**config.mk**
```make
export PLATFORM = sky130hd
export DESIGN_NAME = muldiv_unit
export DESIGN_NICKNAME = d
export VERILOG_FILES = /design/src/rtl/muldiv_unit.sv
export SDC_FILE = /design/constraint.sdc
export NUM_CORES = 1
export LEC_CHECK = 0
export CAP_MARGIN = 20
export CORE_UTILIZATION = 60
export DETAILED_ROUTE_END_ITERATION = 6
export GPL_ROUTABILITY_DRIVEN = 0
export HOLD_SLACK_MARGIN = 0.03
export PLACE_DENSITY = 0.81
export SYNTH_ARGS = -nofsm -noshare
export SYNTH_HDL_FRONTEND = slang
export SYNTH_SLANG_ARGS = --single-unit
```
**constraint.sdc**
```tcl
create_clock -name clk -period 5.6 [get_ports clk]
set_input_delay 0.56 -clock clk [delete_from_list [all_inputs] [get_ports clk]]
set_output_delay 0.56 -clock clk [all_outputs]
set_load 0.03 [all_outputs]
```
**src/rtl/muldiv_unit.sv**
```systemverilog
// muldiv_unit -- iterative RV32M multiply/divide execution unit.
//
// One operation at a time, fixed 34-cycle start-to-done latency for every
// funct3 (32 CALC iterations, one FINISH cycle, one DONE cycle).
// Multiply is radix-2 shift-add on operand magnitudes; divide is restoring
// shift-subtract. The sign is applied once in FINISH.
//
// Ports:
//   clk, rst_n     clock, asynchronous active-low reset
//   start          request, accepted only in IDLE or DONE
//   flush          abort; forces IDLE, suppresses done, leaves result alone
//   funct3         000 MUL, 001 MULH, 010 MULHSU, 011 MULHU,
//                  100 DIV, 101 DIVU, 110 REM, 111 REMU
//   op_a, op_b     rs1 / rs2 values
//   rd_in          destination register index
//   busy           high in CALC and FINISH
//   done           one-cycle pulse, result/rd_out valid
//   result         registered result
//   rd_out         destination index of the last completed op
//   wb_we          done with a non-x0 destination
module muldiv_unit #(
  parameter int XLEN = 32
) (
  input  logic            clk,
  input  logic            rst_n,
  input  logic            start,
  input  logic            flush,
  input  logic [2:0]      funct3,
  input  logic [XLEN-1:0] op_a,
  input  logic [XLEN-1:0] op_b,
  input  logic [4:0]      rd_in,
  output logic            busy,
  output logic            done,
  output logic [XLEN-1:0] result,
  output logic [4:0]      rd_out,
  output logic            wb_we
);

  localparam int CW = $clog2(XLEN);

  localparam logic [1:0] S_IDLE = 2'd0;
  localparam logic [1:0] S_CALC = 2'd1;
  localparam logic [1:0] S_FIN  = 2'd2;
  localparam logic [1:0] S_DONE = 2'd3;

  localparam logic [2:0] F_MUL    = 3'b000;
  localparam logic [2:0] F_MULH   = 3'b001;
  localparam logic [2:0] F_MULHSU = 3'b010;
  localparam logic [2:0] F_DIV    = 3'b100;
  localparam logic [2:0] F_DIVU   = 3'b101;
  localparam logic [2:0] F_REM    = 3'b110;

  // Operation context captured at start.
  typedef struct packed {
    logic [2:0]      f3;
    logic [4:0]      rd;
    logic [XLEN-1:0] opnd;    // multiplicand (mul) or divisor (div) magnitude
    logic [XLEN-1:0] orig_a;  // raw op_a, returned by REM/REMU on divide-by-zero
    logic            neg;     // negate the raw result in FINISH
    logic            div0;
    logic            ovf;
  } ctx_t;

  logic [1:0]        state_q, state_d;
  logic [CW-1:0]     cnt_q, cnt_d;
  ctx_t              ctx_q, ctx_d, ctx_new;
  // Multiply: {partial product hi, multiplier/product lo}.
  // Divide:   {partial remainder, dividend shifting into quotient}.
  logic [2*XLEN-1:0] acc_q, acc_d;
  logic [XLEN-1:0]   result_q, result_d;
  logic [4:0]        rd_out_q, rd_out_d;

  // ---------------- start capture ----------------
  logic            a_signed, b_signed, a_neg, b_neg, new_is_div;
  logic [XLEN-1:0] a_mag, b_mag;

  always_comb begin
    a_signed   = (funct3 == F_MUL) || (funct3 == F_MULH) || (funct3 == F_MULHSU) ||
                 (funct3 == F_DIV) || (funct3 == F_REM);
    b_signed   = (funct3 == F_MULH) || (funct3 == F_DIV) || (funct3 == F_REM);
    a_neg      = a_signed & op_a[XLEN-1];
    b_neg      = b_signed & op_b[XLEN-1];
    a_mag      = a_neg ? -op_a : op_a;
    b_mag      = b_neg ? -op_b : op_b;
    new_is_div = funct3[2];

    ctx_new.f3     = funct3;
    ctx_new.rd     = rd_in;
    ctx_new.opnd   = new_is_div ? b_mag : a_mag;
    ctx_new.orig_a = op_a;
    // Remainder takes the dividend sign; everything else the XOR. For the
    // unsigned ops both a_neg and b_neg are already 0.
    ctx_new.neg    = (funct3 == F_REM) ? a_neg : (a_neg ^ b_neg);
    ctx_new.div0   = (op_b == '0);
    ctx_new.ovf    = ((funct3 == F_DIV) || (funct3 == F_REM)) &&
                     (op_a == {1'b1, {(XLEN-1){1'b0}}}) && (op_b == '1);
  end

  // ---------------- iteration step ----------------
  logic [XLEN:0]     mul_sum;
  logic [XLEN:0]     div_hi, div_diff;
  logic              div_ge;
  logic [2*XLEN-1:0] mul_nxt, div_nxt;

  always_comb begin
    // Shift-add: add multiplicand into the high half when the current
    // multiplier bit is set, then shift the whole accumulator right.
    mul_sum  = {1'b0, acc_q[2*XLEN-1:XLEN]} +
               (acc_q[0] ? {1'b0, ctx_q.opnd} : {(XLEN+1){1'b0}});
    mul_nxt  = {mul_sum, acc_q[XLEN-1:1]};

    // Restoring divide: shift left one, trial-subtract the divisor from the
    // 33-bit partial remainder, keep the difference if it did not borrow.
    div_hi   = acc_q[2*XLEN-1:XLEN-1];
    div_diff = div_hi - {1'b0, ctx_q.opnd};
    div_ge   = ~div_diff[XLEN];
    div_nxt  = {(div_ge ? div_diff[XLEN-1:0] : div_hi[XLEN-1:0]),
                acc_q[XLEN-2:0], div_ge};
  end

  // ---------------- finish: sign + overrides ----------------
  logic [2*XLEN-1:0] prod_s;
  logic [XLEN-1:0]   div_raw, div_s, fin_res;
  logic              fin_quo;

  always_comb begin
    prod_s  = ctx_q.neg ? -acc_q : acc_q;
    fin_quo = (ctx_q.f3 == F_DIV) || (ctx_q.f3 == F_DIVU);
    div_raw = fin_quo ? acc_q[XLEN-1:0] : acc_q[2*XLEN-1:XLEN];
    div_s   = ctx_q.neg ? -div_raw : div_raw;

    if (!ctx_q.f3[2]) begin
      fin_res = (ctx_q.f3 == F_MUL) ? prod_s[XLEN-1:0] : prod_s[2*XLEN-1:XLEN];
    end else if (ctx_q.div0) begin
      fin_res = fin_quo ? {XLEN{1'b1}} : ctx_q.orig_a;
    end else if (ctx_q.ovf) begin
      fin_res = fin_quo ? {1'b1, {(XLEN-1){1'b0}}} : {XLEN{1'b0}};
    end else begin
      fin_res = div_s;
    end
  end

  // ---------------- FSM / datapath next state ----------------
  always_comb begin
    state_d  = state_q;
    cnt_d    = cnt_q;
    ctx_d    = ctx_q;
    acc_d    = acc_q;
    result_d = result_q;
    rd_out_d = rd_out_q;

    case (state_q)
      S_IDLE, S_DONE: begin
        if (flush) begin
          state_d = S_IDLE;
        end else if (start) begin
          state_d = S_CALC;
          ctx_d   = ctx_new;
          cnt_d   = '0;
          acc_d   = {{XLEN{1'b0}}, (new_is_div ? a_mag : b_mag)};
        end else begin
          state_d = S_IDLE;
        end
      end
      S_CALC: begin
        if (flush) begin
          state_d = S_IDLE;
        end else begin
          acc_d = ctx_q.f3[2] ? div_nxt : mul_nxt;
          cnt_d = cnt_q + 1'b1;
          if (cnt_q == '1) state_d = S_FIN;
        end
      end
      S_FIN: begin
        if (flush) begin
          state_d = S_IDLE;
        end else begin
          result_d = fin_res;
          rd_out_d = ctx_q.rd;
          state_d  = S_DONE;
        end
      end
      default: state_d = S_IDLE;
    endcase
  end

  always_ff @(posedge clk or negedge rst_n) begin
    if (!rst_n) begin
      state_q  <= S_IDLE;
      cnt_q    <= '0;
      ctx_q    <= '0;
      acc_q    <= '0;
      result_q <= '0;
      rd_out_q <= '0;
    end else begin
      state_q  <= state_d;
      cnt_q    <= cnt_d;
      ctx_q    <= ctx_d;
      acc_q    <= acc_d;
      result_q <= result_d;
      rd_out_q <= rd_out_d;
    end
  end

  assign busy   = (state_q == S_CALC) || (state_q == S_FIN);
  assign done   = (state_q == S_DONE);
  assign result = result_q;
  assign rd_out = rd_out_q;
  assign wb_we  = done && (rd_out_q != 5'd0);

endmodule
```
==> results.sh <==
export IMPL_hold_viol=0
export IMPL_fin_skew_ns=0.02201
export IMPL_io_pins=116
export IMPL_final_core_util=0.6672
export IMPL_synth_commonest_cells="nand2_1, o21ai_0, nor2_1, a21oi_1, dfrtp_1"
export IMPL_clock_latency_ns=0.46
export IMPL_stdcell_count=2646
export IMPL_drive_gt1_frac=0.07162
export IMPL_wl_per_cell_um=22.76
export IMPL_root_buffer="clkbuf_16"
export IMPL_fmax_mhz=243.4
export IMPL_numCtsBuffers=17
export IMPL_slew_headroom=0.2367
export IMPL_syn_avg_cell_area_um2=7.652
export IMPL_worst_pin_slew_ns=1.139
export IMPL_min_period_over_period=0.7337
export IMPL_place_ws_ns=1.654
export IMPL_die_h_um=172.6
export IMPL_std_cell_rows=62
export IMPL_r2r_cells=11
export IMPL_reg2reg_to="result[28]"
export IMPL_fin_ws_ns=1.491
export IMPL_synthTopCellsByArea="dfrtp_1, o21ai_0, xnor2_1, a21oi_1, ha_1"
export IMPL_port_buffers=115
export IMPL_ys_seq_elements=183
export IMPL_holdWs_ns=0.09720
export IMPL_r2r_start="acc_q[0]"
export IMPL_drc=5
export IMPL_p_leak_nw=8.200
export IMPL_arrival_ns=4.48
export IMPL_grt_pass1_vias=16728
export IMPL_syn_inst=2282
export IMPL_fin_area_mm2=0.01915
export IMPL_period_needed_ns=4.109
export IMPL_worstSetupEndpointType="register"
export IMPL_synth_edf_count=0
export IMPL_first_iter_violations=2763
export IMPL_vias_per_cell=6.862
export IMPL_startpoint_type="register"
export IMPL_grt_max_degree=90
export IMPL_antenna_left=0
export IMPL_critPathMaxFanout=7
export IMPL_yosysMostFrequentCell="nand2_1"
export IMPL_path_clk_slew_ns=0.08
export IMPL_fin_nets=2401
export IMPL_finalPower_mw=5.990
export IMPL_syn_nets=2434
export IMPL_htreeDepth=4
export IMPL_required_ns=5.97
export IMPL_areaGrowthSynthToFinish_pct=9.666
export IMPL_r2r_setup_slack_ns=1.49
export IMPL_violations="design-rule violations"
export IMPL_power_density_mw_per_mm2=312.8
export IMPL_cts_resized=0
export IMPL_yosys_most_used_dff="dfrtp_1"
export IMPL_cts_hold_buf=0
export IMPL_rsz0062_at_grt="no"
export IMPL_tritoncts="yes"
export IMPL_hpwlAfterDp_um=45450
export IMPL_netlist_area_leader_share=0.2622
export IMPL_fill_cells=2419
export IMPL_fin_setup_tns_ns=0
export IMPL_hold_path_class="input pin to async pin"
export IMPL_wl_um=60220
export IMPL_vias=18157
export IMPL_async_flop_share=1.000
export IMPL_start_util=0.6084
export IMPL_die_w_um=172.6
export IMPL_drv_max_cap_violation_count=0
export IMPL_first_pass_iters=7
export IMPL_dp_cells=2614
export IMPL_criticalPathCategory="register to register"
export IMPL_postCtsSetupRepairBufs=0
export IMPL_groute_usage_overall=0.4006
export IMPL_ys_types=88
export IMPL_synth_top_area_cell="dfrtp_1"
export IMPL_outcome="finished, violations left"
export IMPL_place_area_mm2=0.01853
export IMPL_antenna_found_initial=0
export IMPL_ys_warn_count=0
export IMPL_core_area_mm2=0.02870
export IMPL_finalMaxSlewViolations=0
export IMPL_cts_sinks=183
export IMPL_clockBufferDepth=2
export IMPL_antennaDiodeCount=0
export IMPL_setup_viol=0
export IMPL_syn_area_mm2=0.01746
export IMPL_design_die_area_mm2=0.02979
export IMPL_grt_overflow=0
export IMPL_ys_seq_area_frac=0.2622
export IMPL_vdd_drop_max_v=0.0001813
export IMPL_grt_pass1_wl_um=93540
==> layout by cell type, fill, tap and decap left out, types with 9 or more instances in the layout <==
master           instances
or4_1                   16
o211ai_1                19
mux2i_1                 50
inv_1                   72
o21a_1                   9
mux2_2                  69
xor2_1                  80
clkbuf_16               17
nand4_1                 26
a21o_1                  39
nor2_1                 226
a22oi_1                 20
nor4_1                  20
nand2b_1                27
o21ai_0                243
buf_4                   21
a21oi_1                191
nor3_1                  35
xnor2_1                122
a211oi_1                48
o31ai_1                 24
a221o_1                  9
dfrtp_1                181
clkdlybuf4s50_1        113
ha_1                    73
nand2_1                244
a31oi_1                 30
or3_1                   13
and3_1                  14
nand3_1                 33
==> layer usage <==
metal	vias to the layer above	global-route usage	share of wire	routed length [µm]
met5	-	0	0	0
met3	263	0.1071	0.12	7508
met4	0	0.2191	0.061	3674
met1	8499	0.5288	0.39	23220
li1	8114	-	-	-
met2	1281	0.5969	0.43	25820
==> power by group <==
part	internal (mW)	leakage (nW)	switching [mW]
Combinational	1.09	5.57	1.64
Clock	0.615	0.301	0.666
Sequential	1.53	2.33	0.447
==> worst max-delay path: stages (launching register included) <==
cell,delay (ns)
dfrtp_1,0.47
clkinv_1,0.15
ha_1,0.21
nor3b_1,0.53
nand3_1,0.39
nor4b_2,0.71
nand3_1,0.34
o41ai_1,0.45
xor2_1,0.11
o21ai_0,0.35
o21ai_0,0.15
a31oi_1,0.17
==> worst max-delay path by stage <==
stage / startpoint / endpoint / slack [ns] / cells past startpoint
after floorplan: ctx_q[73] / result[30] / 1.96 / 15
after global placement: acc_q[31] / acc_q[56] / 1.70 / 12
after detailed placement: acc_q[31] / acc_q[56] / 1.65 / 12
after CTS: acc_q[31] / acc_q[56] / 1.63 / 12
after global routing: ctx_q[73] / result[28] / 1.25 / 13
final: acc_q[0] / result[28] / 1.49 / 11
==> registers in the layout, indices dropped and copies added (netlist names) <==
register and count:
ctx_q 75, acc_q 64, result 32, cnt_q 5, rd_out 5, state_q 2
==> layout make-up <==
type | count | area, µm² | share of cell area
clock buffer | 17 | 425.4 | 0.02221
clock inverter | 15 | 195.2 | 0.01019
inverter | 74 | 277.8 | 0.01450
multi-input combinational | 1838 | 11890 | 0.6207
sequential | 183 | 4582 | 0.2393
tap | 384 | 480.5 | 0.02509
timing repair buffer | 135 | 1303 | 0.06801
==> logic make-up after synthesis <==
family	share of synthesized area
simple gates	0.1926
fa+ha+maj	0.05531
xor+xnor	0.1013
compound gates	0.2572
buf+inv	0.05818
flops	0.2622
mux	0.07315
Note: power is estimated with default switching activity, not from simulation.
